<file path="config.mk">
export PLATFORM = sky130hd
export DESIGN_NAME = sbp_upd_sched
export DESIGN_NICKNAME = d
export VERILOG_FILES = /design/src/rtl/sbp_upd_sched.sv
export SDC_FILE = /design/constraint.sdc
export NUM_CORES = 1
export LEC_CHECK = 0
export ABC_AREA = 1
export BUFFER_PORTS_ARGS = -buffer_cell sky130_fd_sc_hd__buf_2
export CORE_MARGIN = 3
export CORE_UTILIZATION = 60
export DETAILED_ROUTE_END_ITERATION = 8
export PLACE_DENSITY = 0.75
export RECOVER_POWER = 100
export SYNTH_ARGS = -nofsm -noshare
export SYNTH_HDL_FRONTEND = slang
export SYNTH_SLANG_ARGS = --single-unit
</file>
<file path="constraint.sdc">
create_clock -name clk -period 9.69 [get_ports clk]
set_input_delay 0.969 -clock clk [delete_from_list [all_inputs] [get_ports clk]]
set_output_delay 0.969 -clock clk [all_outputs]
set_load 0.1 [all_outputs]
</file>
<file path="src/rtl/sbp_upd_sched.sv">
// Update scheduler for a pipelined search tree: merges a lookup stream with
// queued table updates, bounding lookup runs so pending updates make progress.
module sbp_upd_sched #(
  parameter int STAGE_ID_BITS  = 6,
  parameter int LOCATION_BITS  = 11,
  parameter int NUM_STAGES     = 32,
  parameter int FIFO_DEPTH     = 8,
  parameter int MAX_LOOKUP_RUN = 16
) (
  input  logic                             clk,
  input  logic                             rst,
  input  logic                             lk_valid_i,
  input  logic [31:0]                      lk_ip_addr_i,
  output logic                             lk_ready_o,
  input  logic                             upd_valid_i,
  output logic                             upd_ready_o,
  input  logic [31:0]                      upd_ip_addr_i,
  input  logic [5:0]                       upd_length_i,
  input  logic [STAGE_ID_BITS-1:0]         upd_stage_id_i,
  input  logic [LOCATION_BITS-1:0]         upd_location_i,
  input  logic [STAGE_ID_BITS-1:0]         upd_childs_stage_id_i,
  input  logic [LOCATION_BITS-1:0]         upd_childs_location_i,
  input  logic [1:0]                       upd_childs_lr_i,
  output logic                             lookup_o,
  output logic [31:0]                      ip_addr_o,
  output logic                             upd_o,
  output logic [5:0]                       upd_length_o,
  output logic [STAGE_ID_BITS-1:0]         upd_stage_id_o,
  output logic [LOCATION_BITS-1:0]         upd_location_o,
  output logic [STAGE_ID_BITS-1:0]         upd_childs_stage_id_o,
  output logic [LOCATION_BITS-1:0]         upd_childs_location_o,
  output logic [1:0]                       upd_childs_lr_o,
  output logic [$clog2(FIFO_DEPTH+1)-1:0]  fifo_level_o,
  output logic                             upd_idle_o
);

  localparam int PTR_W = $clog2(FIFO_DEPTH);
  localparam int LVL_W = $clog2(FIFO_DEPTH+1);
  localparam int RC_W  = $clog2(MAX_LOOKUP_RUN+1);
  localparam int ENT_W = 32 + 6 + 2*STAGE_ID_BITS + 2*LOCATION_BITS + 2;

  localparam logic [LVL_W-1:0] LVL_FULL = LVL_W'(FIFO_DEPTH);
  localparam logic [LVL_W-1:0] LVL_ZERO = {LVL_W{1'b0}};
  localparam logic [LVL_W-1:0] LVL_ONE  = LVL_W'(1);
  localparam logic [RC_W-1:0]  RC_MAX   = RC_W'(MAX_LOOKUP_RUN);
  localparam logic [RC_W-1:0]  RC_ZERO  = {RC_W{1'b0}};
  localparam logic [RC_W-1:0]  RC_ONE   = RC_W'(1);
  localparam logic [PTR_W-1:0] PTR_ZERO = {PTR_W{1'b0}};
  localparam logic [PTR_W-1:0] PTR_ONE  = PTR_W'(1);
  localparam logic [NUM_STAGES:0] SH_ZERO = {(NUM_STAGES+1){1'b0}};

  logic [ENT_W-1:0]         mem_r [FIFO_DEPTH];
  logic [PTR_W-1:0]         wr_ptr_r;
  logic [PTR_W-1:0]         rd_ptr_r;
  logic [LVL_W-1:0]         count_r;
  logic [RC_W-1:0]          rc_r;
  logic [NUM_STAGES:0]      sh_r;

  logic                     nonempty_s;
  logic                     full_s;
  logic                     lk_ready_s;
  logic                     upd_ready_s;
  logic                     issue_lk_s;
  logic                     issue_upd_s;
  logic                     push_s;
  logic [RC_W-1:0]          rc_nxt_s;
  logic [LVL_W-1:0]         count_nxt_s;
  logic [ENT_W-1:0]         push_ent_s;
  logic [31:0]              h_ip_s;
  logic [5:0]               h_len_s;
  logic [STAGE_ID_BITS-1:0] h_stage_s;
  logic [LOCATION_BITS-1:0] h_loc_s;
  logic [STAGE_ID_BITS-1:0] h_cstage_s;
  logic [LOCATION_BITS-1:0] h_cloc_s;
  logic [1:0]               h_lr_s;

  // Issue arbitration: lookups win unless a pending update has waited a full run.
  always_comb begin
    nonempty_s  = (count_r != LVL_ZERO);
    full_s      = (count_r == LVL_FULL);
    lk_ready_s  = rst & ~(nonempty_s & (rc_r == RC_MAX));
    upd_ready_s = rst & ~full_s;
    issue_lk_s  = lk_valid_i & lk_ready_s;
    issue_upd_s = rst & ~issue_lk_s & nonempty_s;
    push_s      = upd_valid_i & upd_ready_s;

    if (issue_lk_s) begin
      if (!nonempty_s) begin
        rc_nxt_s = RC_ZERO;
      end else if (rc_r == RC_MAX) begin
        rc_nxt_s = RC_MAX;
      end else begin
        rc_nxt_s = rc_r + RC_ONE;
      end
    end else if (issue_upd_s) begin
      rc_nxt_s = RC_ZERO;
    end else begin
      rc_nxt_s = rc_r;
    end

    case ({push_s, issue_upd_s})
      2'b10:   count_nxt_s = count_r + LVL_ONE;
      2'b01:   count_nxt_s = count_r - LVL_ONE;
      default: count_nxt_s = count_r;
    endcase
  end

  // Entry packing and head-of-queue field extraction.
  always_comb begin
    push_ent_s = {upd_ip_addr_i, upd_length_i, upd_stage_id_i, upd_location_i,
                  upd_childs_stage_id_i, upd_childs_location_i, upd_childs_lr_i};
    {h_ip_s, h_len_s, h_stage_s, h_loc_s, h_cstage_s, h_cloc_s, h_lr_s} = mem_r[rd_ptr_r];
  end

  // Queue storage; contents need no reset because the level gates every read.
  always_ff @(posedge clk) begin
    if (push_s) begin
      mem_r[wr_ptr_r] <= push_ent_s;
    end
  end

  // Queue pointers, run counter, in-flight tracker and registered pipeline outputs.
  always_ff @(posedge clk) begin
    if (!rst) begin
      wr_ptr_r              <= PTR_ZERO;
      rd_ptr_r              <= PTR_ZERO;
      count_r               <= LVL_ZERO;
      rc_r                  <= RC_ZERO;
      sh_r                  <= SH_ZERO;
      lookup_o              <= 1'b0;
      upd_o                 <= 1'b0;
      ip_addr_o             <= 32'h0000_0000;
      upd_length_o          <= 6'd0;
      upd_stage_id_o        <= {STAGE_ID_BITS{1'b0}};
      upd_location_o        <= {LOCATION_BITS{1'b0}};
      upd_childs_stage_id_o <= {STAGE_ID_BITS{1'b0}};
      upd_childs_location_o <= {LOCATION_BITS{1'b0}};
      upd_childs_lr_o       <= 2'b00;
    end else begin
      if (push_s) begin
        wr_ptr_r <= wr_ptr_r + PTR_ONE;
      end else begin
        wr_ptr_r <= wr_ptr_r;
      end
      if (issue_upd_s) begin
        rd_ptr_r <= rd_ptr_r + PTR_ONE;
      end else begin
        rd_ptr_r <= rd_ptr_r;
      end
      count_r  <= count_nxt_s;
      rc_r     <= rc_nxt_s;
      sh_r     <= {sh_r[NUM_STAGES-1:0], upd_o};
      lookup_o <= issue_lk_s;
      upd_o    <= issue_upd_s;
      if (issue_lk_s) begin
        ip_addr_o <= lk_ip_addr_i;
      end else if (issue_upd_s) begin
        ip_addr_o <= h_ip_s;
      end else begin
        ip_addr_o <= 32'h0000_0000;
      end
      if (issue_upd_s) begin
        upd_length_o          <= h_len_s;
        upd_stage_id_o        <= h_stage_s;
        upd_location_o        <= h_loc_s;
        upd_childs_stage_id_o <= h_cstage_s;
        upd_childs_location_o <= h_cloc_s;
        upd_childs_lr_o       <= h_lr_s;
      end else begin
        upd_length_o          <= 6'd0;
        upd_stage_id_o        <= {STAGE_ID_BITS{1'b0}};
        upd_location_o        <= {LOCATION_BITS{1'b0}};
        upd_childs_stage_id_o <= {STAGE_ID_BITS{1'b0}};
        upd_childs_location_o <= {LOCATION_BITS{1'b0}};
        upd_childs_lr_o       <= 2'b00;
      end
    end
  end

  assign lk_ready_o   = lk_ready_s;
  assign upd_ready_o  = upd_ready_s;
  assign fifo_level_o = count_r;
  // Derived purely from flops, so it carries no combinational input path.
  assign upd_idle_o   = (count_r == LVL_ZERO) && (sh_r == SH_ZERO) && !upd_o;

endmodule

</file>
==> summary.md, run 1 <==
| Metric | Value |
|---|---|
| Part of the power in the clock network | 32.0% |
| Dpl cell area | 28,100 sq um |
| Violated checks | max-capacitance violations, max-slew violations |
| Largest family of logic cells by synthesized area | simple AND/OR/NAND/NOR gates |
| Fraction of the cycle the final worst path needs | 63.2% |
| Commonest cells in the netlist | 592 x edfxtp_1, 434 x nand2_1, 194 x nor2_1 |
| Count of final setup violators | 0 |
| Mux contribution to synthesized area | 0% |
| Area grow syn2layout | 12.0% |
| Core ar. | 43,600 sq um |
| Largest net degree at the start of global routing | 172 |
| CP max-delay cell | nand2_1 |
| CP Capture Type | register |
| Tightest Pin Transition | 3060 ps |
| Reg area | 20,300 sq um |
| Post-CTS Setup Inserts | 0 |
| # fillers | 3,045 |
| Yosys cell types | 31 |
| Initial antenna violation count | 4 |
| # DRC | 0 |
| Gr ovfl total | 0 |
| Die width | 218 um |
| Syn Area/Cell | 12.5 sq um |
| TritonCTS Buffers | 70 |
| Area of the multi-input gates | 5680 sq um |
| Die Ht | 218 um |
| Finished Cell Area | 30,100 sq um |
| Buf/Inv on CP | 5 |
| Max Slew Vio Count | 281 |
| Worst-path maximum fanout | 78 |
| RD Place Congestion | 0.771 |
| Post-synth ARST share | 0% |
| Post-CTS resize count | 0 |
| H-tree Lvls | 3 |
| RSZ-0062 raised after global routing | false |
| Nets | 2,418 |
| Synth Area in Simple Gates | 12.6% |
| Post-synth EDFFs | 592 |
| Cell row count | 76 |
| Synth Area in Compound Gates | 8.01% |
| CP dominant cell by count | inv_1 |
| Fin. Hold Viols | 0 |
| Largest stage delay on the critical path | 1750 ps |
| HP Class | register to register |
| Required @ worst endpoint | 10,170 ps |
| Cell Pwr Density | 276 nW/um^2 |
| Synth Cell Area | 26,900 sq um |
| Crit start category | input pin |
| NetSw | 2.84 mW |
| Power Total | 8.31 mW |
| Finished Core Util | 69.0% |
| Root Buffer | clkbuf_16 |
| Clock Path Buffers | 3 |
| Max Cap Viol | 8 |
| Routed wire length per instance | 19.5 um |
| Worst slew margin | -105% |
| Most frequent cell after synthesis | edfxtp_1 |
| Cell Chain, Critical Path | clkbuf_1 -> inv_1 -> a31oi_1 -> nand2_1 -> inv_2 -> ha_1 -> nand2_1 -> inv_1 -> nor2_1 -> ha_1 -> a21oi_1 -> xnor2_1 -> o21ai_0 -> inv_1 |
| Top Ports | 193 |
| Hold buffer count at cts | 0 |
| Min cycle time layout | 6120 ps |
| Syn_nets | 2,264 |
| Routed wire length | 57,500 um |
| Layout cells sized above 1 | 6.96% |
| Synth warn | 0 |
| Synth Area in Adders | 0.326% |
| Post-Synthesis Cells | 2,147 |
| CTS Sinks | 719 |
| 1st-iter DRT viols | 1,780 |
| Final TNS setup | 0 ps |
| Seq pwr share | 43.6% |
| Detailed Place HPWL | 30,100 um |
| Logic pwr share | 24.4% |
| Setup CP Type | input pin to register |
| Gr usage total | 24.1% |
| Yosys top cell by area | edfxtp_1 |
| DIE AREA | 47,400 sq um |
| Synth Area in XOR/XNOR | 0.163% |
| Top area cells in the synthesized netlist | edfxtp_1 66%, dfxtp_1 9.4%, nand2_1 6.1% |
| WP data arrival | 6600 ps |
| 1st-pass router iterations | 5 |
| CTS tree | yes |
| Yosys top cell area share | 66.1% |
| Register area share after synthesis | 75.5% |
| Ys flop type | edfxtp_1 |
| Vias/cell | 5.72 |
| Critical path's top delay family | buffers and inverters |
| Worst-skew pair later-pin latency | 600 ps |
| Final ANT Viol Nets | 0 |
| PortBufs | 192 |
| Internal power | 5.47 mW |
| P_leak | 10.7 nW |
| Vias in the first global route | 16.7k |
| Routed vias | 16.8k |
| Status | finished, violations left |
| Setup Skew | 20.2 ps |
| Worst VDD drop | 0.234 mV |
| Fmax | 163 MHz |
| Switching Share | 34.2% |
| Initial Util | 61.6% |
| CTS clk-pin slew, worst paths | 60 ps |
| Synth Register Bits | 719 |
| First-pass GRT wire length | 89,100 um |
[worst reg2reg max path, stage by stage (launching register included)]
cell	delay [ps]
dfxtp_1	370
nor2_1	260
nand3_2	170
nand2_1	120
nand3_1	180
nand2_1	2290
inv_2	190
ha_1	400
nand2_1	110
inv_1	50
nor2_1	180
ha_1	200
a21oi_1	50
xnor2_1	130
o21ai_0	160
inv_1	60
[flip-flops by register name (all words and copies together), names as in the netlist, named ones only]
register,count
upd_stage_id_o,6
rc_r,5
upd_location_o,11
rd_ptr_r,3
fifo_level_o,4
upd_o,1
upd_length_o,6
mem_r,592
upd_childs_stage_id_o,6
lookup_o,1
upd_childs_lr_o,2
ip_addr_o,32
wr_ptr_r,3
upd_childs_location_o,11
sh_r,33
[per-stage QoR]
step	setup slack [ps]	hold WS, ps	std cells
4_1_cts	5780	436	2943
5_1_grt	2810	450	2944
2_1_floorplan	407	405	2147
3_3_place_gp	5310	416	2814
3_5_place_dp	5160	423	2814
6_report	3570	433	2946
[layer usage]
layer,track usage (%),vias to the layer above,share of wire [%],wire (um)
li1,-,7933,-,-
met1,32.5,8156,41,23700
met2,40.2,644,49,28100
met3,4.79,101,7.7,4440
met4,7.20,6,2.2,1260
met5,0,-,0.078,45
[kinds of logic after synthesis]
family	count (synthesis)
simple gates	822
flops	719
compound gates	409
buf+inv	185
fa+ha+maj	7
xor+xnor	5
[cell usage in the layout (no fill, tap or decap), drive strengths merged]
cell type / instances
a21oi: 115
a31oi: 2
and3: 1
buf: 49
bufinv: 4
clkbuf: 261
clkinv: 19
clkinvlp: 3
dfxtp: 127
diode: 3
edfxtp: 592
ha: 7
inv: 60
nand2: 435
nand3: 143
nand4: 3
nor2: 194
nor3: 6
nor4: 5
o21ai: 208
o22ai: 84
or2: 35
xnor2: 2
xor2: 3
[path summary, 6_finish.rpt]
kind / start / end / slack, ps / cells after the start
worst min-delay path: sh_r[22] / sh_r[23] / 430 / 2
worst min register to register: sh_r[22] / sh_r[23] / 430 / 2
worst max register to register: fifo_level_o[0] / fifo_level_o[2] / 4680 / 15
worst max-delay path: rst / fifo_level_o[2] / 3570 / 14
[power by group through the flow]
stage | logic, mW | clock network [mW] | registers (mW)
floorplan | 1.01 | 0 | 4.32
global placement | 2.01 | 0 | 3.68
detailed placement | 2.06 | 0 | 3.69
CTS | 2.06 | 2.70 | 3.62
global route | 2.19 | 2.84 | 3.64
finish | 2.03 | 2.66 | 3.63
[layout make-up]
cell class / count / area share (%)
multi-input cells: 1243 / 18.8
repair buffers: 212 / 2.97
well taps: 585 / 2.43
inverters: 55 / 0.718
clock inverters: 31 / 0.905
flip-flops and latches: 719 / 67.5
diodes: 3 / 0.0249
clock buffers: 98 / 6.64
(Power assumes the default switching activity.)
==> run 2: changes to the inputs <==
- clock period: 9.69 -> 6.2 ns (I/O delays scaled with it)
==> run 2 against run 1 <==
The run still ends with max-capacitance violations, max-slew violations left. Power rose by 57%. Cell count increased by 0.20%. Clock power is 61% higher. Routed wire length rose by 0.53%. Sequential cell count unchanged. Via count barely moved. Die area unchanged. Core utilization is 0.52 points higher. Clock skew rose by 5.6 ps. Sequential power rose by 55%. First-iteration DRC count down 6.6%. Sequential share of layout area down 0.52 points. Critical endpoint is now mem_r[2][46].
==> summary.md, run 2 (synthesized netlist as in run 1, its figures left out) <==
| Metric | Value |
|---|---|
| Min Hold Slack | 231 ps (-202 ps) |
| Power Total | 13.1 mW (+57%) |
| Nets | 2,421 (+0.12%) |
| Worst VDD drop | 0.363 mV (+55%) |
| Post-CTS Setup Inserts | 0 (unchanged) |
| RSZ-0062 raised after global routing | false |
| CTS tree | yes |
| CP Capture Type | register |
| Routed vias | 16.8k (+0.053%) |
| Final TNS setup | 0 ps (unchanged) |
| Routed wire length | 57,800 um (+0.53%) |
| Tightest Pin Transition | 1980 ps (-1080 ps) |
| TritonCTS Buffers | 71 (+1.4%) |
| Buf/Inv on CP | 3 (-2) |
| R2R setup slack | 2880 ps (-1800 ps) |
| # DRC | 0 (unchanged) |
| H-tree Lvls | 3 (unchanged) |
| Largest net degree at the start of global routing | 146 (-15%) |
| Die Ht | 218 um (unchanged) |
| Status | finished, violations left |
| Violated checks | max-capacitance violations, max-slew violations |
| Final worst setup slack | 1680 ps (-1890 ps) |
| P_leak | 10.8 nW (+1.1%) |
| Finished Core Util | 69.6% (+0.52 points) |
| R2R cell count | 7 (-8) |
| Cell Chain, Critical Path | clkbuf_1 -> inv_1 -> a31oi_1 -> nand3_1 -> nor2_1 -> buf_12 |
| Layout cells sized above 1 | 7.54% (+0.58 points) |
| Initial Util | 61.6% (unchanged) |
| Largest stage delay on the critical path | 1270 ps (-480 ps) |
| CTS clk-pin slew, worst paths | 60 ps (about the same) |
| Most frequent cells in the layout | 592 x edfxtp_1, 434 x nand2_1, 208 x o21ai_0 |
| RD Place Congestion | 0.809 (+5.0%) |
| Cell Pwr Density | 431 nW/um^2 (+56%) |
| Critical path's top delay family | buffers and inverters |
| Dpl cells | 2,816 (+0.071%) |
| Required @ worst endpoint | 6420 ps (-3750 ps) |
| Max reg flops | 592 (unchanged) |
| Setup CP Type | input pin to register |
| Hold buffer count at cts | 0 (unchanged) |
| WP data arrival | 4750 ps (-1850 ps) |
| Vias in the first global route | 16.5k (-1.5%) |
| Top Registers | mem_r x592, sh_r x33, ip_addr_o x32 |
| Setup Skew | 25.8 ps (+5.59 ps) |
| Initial antenna violation count | 7 (+3) |
| Core ar. | 43,600 sq um (unchanged) |
| Top Ports | 193 (unchanged) |
| Root Buffer | clkbuf_16 |
| Worst-path maximum fanout | 62 (-21%) |
| Final ANT Viol Nets | 0 (unchanged) |
| Finished Cell Area | 30,400 sq um (+0.76%) |
| Gr usage total | 24.2% (+0.14 points) |
| Vias/cell | 5.71 (-0.15%) |
| Logic depth of the worst path, buffers included | 6 (-8) |
| Count of final setup violators | 0 (unchanged) |
| 1st-iter DRT viols | 1,662 (-6.6%) |
| Filler-free cell count of the finished design | 2,952 (+0.20%) |
| Hold depth | 3 (+1) |
| Routed wire length per instance | 19.6 um (+0.32%) |
| Worst slew margin | -31.8% (+73 points) |
| PortBufs | 192 (unchanged) |
| Detailed Place HPWL | 30,200 um (+0.30%) |
| Area grow syn2layout | 12.9% |
| Worst-skew pair later-pin latency | 590 ps (about the same) |
| Fin. Hold Viols | 0 (unchanged) |
| 1st-pass router iterations | 6 (+1) |
| End of the critical path | mem_r[2][46] |
| Fraction of the cycle the final worst path needs | 73.0% |
| Crit start category | input pin |
| Gr ovfl total | 0 (unchanged) |
| HP Class | input pin to register |
| Worst reg2reg path endpoint | ip_addr_o[15] |
| Max Slew Vio Count | 126 (-55%) |
| Post-CTS resize count | 0 (unchanged) |
| Clock Path Buffers | 3 (unchanged) |
| DIE AREA | 47,400 sq um (unchanged) |
| # fillers | 3,011 (-1.1%) |
| Cell row count | 76 (unchanged) |
| Fmax | 221 MHz |
| Pre-CTS WS | 2190 ps (-2970 ps) |
| Crit path from | rst |
| Min cycle time layout | 4520 ps |
| Die width | 218 um (unchanged) |
| Commonest non-fill, non-tap cell in the layout | edfxtp_1 |
| CTS Sinks | 719 (unchanged) |
| Reg-to-Reg Start | fifo_level_o[0] |
| Max Cap Viol | 2 (-6) |
| CP max-delay cell | clkbuf_1 |
| Dpl cell area | 28,200 sq um (+0.36%) |
| First-pass GRT wire length | 89,500 um (+0.46%) |
| Largest register by flop count | mem_r |
run 2: cell count changes in the layout (fill, tap and decap cells not counted), sizes merged:
cell,change
buf,+5
clkinv,+3
clkinvlp,-3
inv,-3
clkbuf,+2
diode,+2
run 2: how the worst min path moves through the flow:
stage,startpoint,end,slack (ps)
2_1_floorplan,sh_r[14],sh_r[15],410
3_3_place_gp,sh_r[8],sh_r[9],410
3_5_place_dp,sh_r[31],sh_r[32],420
4_1_cts,lk_ip_addr_i[20],ip_addr_o[20],210
5_1_grt,lk_ip_addr_i[24],ip_addr_o[24],220
6_report,lk_ip_addr_i[20],ip_addr_o[20],230
run 2: where the power goes:
part / internal [mW] / total [mW] / switching, mW
clock: 2.55 / 4.27 / 1.72
combinational: 0.642 / 3.19 / 2.54
sequential: 5.46 / 5.63 / 0.168
total: 8.65 / 13.1 / 4.43
run 2: final cells by class:
| cell class | count | area (sq um) | share of cell area, % |
|---|---|---|---|
| Inverter | 55 | 219 | 0.721 |
| Timing Repair Buffer | 214 | 986 | 3.25 |
| Sequential cell | 719 | 20300 | 66.9 |
| Tap cell | 585 | 732 | 2.41 |
| Clock inverter | 28 | 246 | 0.812 |
| Antenna cell | 5 | 12.5 | 0.0412 |
| Multi-Input combinational cell | 1243 | 5720 | 18.8 |
| Clock buffer | 103 | 2120 | 6.99 |
run 2: routing by layer:
layer	part of all wire [%]	wire length, um	up-vias	track usage (%)
li1	-	-	7943	-
met1	41	23700	8146	32.3
met2	48	28000	649	40.4
met3	8.0	4630	105	4.68
met4	2.6	1510	6	8.46
met5	0.081	47	-	0
run 2: worst reg2reg max path, cell delays in order (launching register included):
cell	delay, ps
dfxtp_1	360
nor2_1	260
nand3_2	180
nand2_1	130
nand3_1	220
nand2_4	180
clkbuf_2	1440
o21ai_0	350
==> run 3: changes to the inputs <==
- CORE_UTILIZATION: 60 -> 54
- PLACE_DENSITY: 0.75 -> 0.71
- clock period: 6.2 -> 3.65 ns (I/O delays scaled with it)
==> run 3 against run 2 <==
The flow still finishes with violations (max-capacitance violations, max-slew violations). Die area grew 11%. Routed wire length grew 5.2%. Register-to-register slack lost 2300 ps. Clock power grew 74%. Sequential cell count is the same. Global-route usage shrank 1.2 points. Sequential power grew 70%. Largest cell class unchanged.
==> summary.md, run 3 (synthesized netlist as in run 1, its figures left out) <==
| Metric | Value |
|---|---|
| Largest net degree at the start of global routing | 184 (+26%) |
| Crit path from | fifo_level_o[0] |
| Cell Pwr Density | 729 nW/um^2 (+69%) |
| Gr ovfl total | 0 (unchanged) |
| Min Hold Slack | 39.0 ps (-192 ps) |
| Area grow syn2layout | 14.7% |
| Filler-free cell count of the finished design | 3,075 (+4.2%) |
| 1st-pass router iterations | 5 (-1) |
| Initial antenna violation count | 8 (+1) |
| WP data arrival | 3290 ps (-1460 ps) |
| Fraction of the cycle the final worst path needs | 83.4% |
| Routed vias | 17.1k (+1.3%) |
| CTS Sinks | 719 (unchanged) |
| CTS clk-pin slew, worst paths | 60 ps (about the same) |
| H-tree Lvls | 3 (unchanged) |
| Dpl cell area | 28,600 sq um (+1.2%) |
| PortBufs | 192 (unchanged) |
| Max reg flops | 592 (unchanged) |
| Worst-skew pair later-pin latency | 600 ps (about the same) |
| Required @ worst endpoint | 3890 ps (-2530 ps) |
| Critical hold path startpoint | lk_ip_addr_i[27] |
| TritonCTS Buffers | 71 (unchanged) |
| Cell Chain, Critical Path | nor2_1 -> a31oi_1 -> nand3_1 -> nor2_2 -> clkbuf_2 |
| Top Registers | mem_r x592, sh_r x33, ip_addr_o x32 |
| P_leak | 11.0 nW (+1.7%) |
| Internal power | 14.9 mW (+72%) |
| Reg-to-Reg Start | fifo_level_o[0] |
| Worst slew margin | -0.401% (+31 points) |
| Routed wire length | 60,800 um (+5.2%) |
| Violated checks | max-capacitance violations, max-slew violations |
| Worst-path maximum fanout | 17 (-73%) |
| Core ar. | 49,100 sq um (+12%) |
| First-pass GRT wire length | 94,400 um (+5.5%) |
| Clock Path Buffers | 3 (unchanged) |
| Nets | 2,467 (+1.9%) |
| Initial Util | 54.9% (-6.8 points) |
| Gr usage total | 23.0% (-1.2 points) |
| Final ANT Viol Nets | 0 (unchanged) |
| Vias/cell | 5.55 (-2.7%) |
| CTS tree | yes |
| Logic pwr share | 24.4% (about the same) |
| Most frequent cells in the layout | 592 x edfxtp_1, 435 x nand2_1, 206 x o21ai_0 |
| Fmax | 328 MHz |
| Status | finished, violations left |
| Root Buffer | clkbuf_16 |
| Layout cells sized above 1 | 8.06% (+0.52 points) |
| Dpl cells | 2,910 (+3.3%) |
| RD Place Congestion | 0.750 (-7.3%) |
| Seq pwr share | 42.6% (-0.4 points) |
| Commonest non-fill, non-tap cell in the layout | edfxtp_1 |
| Min cycle time layout | 3050 ps |
| Cell row count | 81 (+6.6%) |
| Tightest Pin Transition | 1510 ps (-471 ps) |
| RSZ-0062 raised after global routing | false |
| Setup CP Type | register to register |
| Power Total | 22.5 mW (+72%) |
| R2R setup slack | 600 ps (-2280 ps) |
| Crit start category | register |
| CP max-delay cell | nor2_2 |
| Top Ports | 193 (unchanged) |
| Switching Share | 34.0% (+0.11 points) |
| DIE AREA | 52,500 sq um (+11%) |
| # DRC | 0 (unchanged) |
| Max Slew Vio Count | 31 (-75%) |
| Finished Cell Area | 30,900 sq um (+1.7%) |
| Routed wire length per instance | 19.8 um (+0.98%) |
| Vias in the first global route | 16.9k (+2.6%) |
| Part of the power in the clock network | 33.0% (+0.4 points) |
| NetSw | 7.65 mW (+73%) |
| 1st-iter DRT viols | 1,566 (-5.8%) |
| Max Cap Viol | 1 (-1) |
| Count of final setup violators | 0 (unchanged) |
| Largest stage delay on the critical path | 1010 ps (-260 ps) |
| Worst VDD drop | 0.620 mV (+71%) |
| Die width | 229 um (+5.3%) |
| Setup Skew | 19.3 ps (-6.50 ps) |
| HP Class | input pin to register |
| Largest register by flop count | mem_r |
| Detailed Place HPWL | 32,500 um (+7.6%) |
| Fin. Hold Viols | 0 (unchanged) |
| Die Ht | 229 um (+5.3%) |
| CP Capture Type | register |
[run 3: cell count changes in the layout (fill, tap and decap cells not counted), sizes merged, moves of 3 or more]
cell         change
buf              +6
clkbuf           +7
dlygate4sd3     +31
clkinv           -5
bufinv           +3
[run 3: worst max-delay path: cells and delay by family (launching register included)]
kind | cells | cell delay, ps
AOI/OAI and AO/OA | 1 | 280
buffers and inverters | 1 | 520
DFF | 1 | 430
and+or+nand+nor | 3 | 1450
[run 3: cell type report]
cell class,count,area [sq um]
clock inverters,30,335
diodes,3,7.51
multi-input cells,1243,5700
inverters,55,218
repair buffers,260,1380
well taps,664,831
flip-flops and latches,719,20300
clock buffers,101,2060
fillers,3776,18200
[run 3: path summary, 6_finish.rpt]
check / to / cells past startpoint
max: mem_r[2][63] / 5
min: ip_addr_o[27] / 3
max reg2reg: mem_r[2][63] / 5
min reg2reg: sh_r[13] / 2
[run 3: what timing repair did]
action / CTS / global route
hold buffers: 31 / 0
resized for setup: 0 / 0
buffers inserted: 0 / 0
hold endpoints to repair: 31 / 0
[run 3: metrics by stage]
stage / util, % / TNS (ps) / worst slack (ps)
floorplan: - / -201620 / -506
detailed placement: 58.2 / 0 / 1010
global route: 62.9 / 0 / 438
CTS: 63.7 / 0 / 1060
finish: 62.9 / 0 / 604
global placement: 58.2 / 0 / 1110
[run 3: metal layers]
| layer | vias to the layer above | track usage (%) | wire length, um |
|---|---|---|---|
| li1 | 8020 | - | - |
| met1 | 8300 | 30.9 | 25300 |
| met2 | 642 | 38.1 | 29700 |
| met3 | 104 | 5.12 | 4580 |
| met4 | 10 | 6.31 | 1160 |
| met5 | - | 0 | 60 |
[run 3: power by group through the flow]
stage                     sequential [mW]  combinational (mW)  clock [mW]
after global placement               9.76                5.46           0
final                                9.59                5.49        7.43
after floorplan                      11.5                2.70           0
after global routing                 9.63                5.94        7.87
after CTS                            9.59                5.62        7.53
after detailed placement             9.76                5.57           0
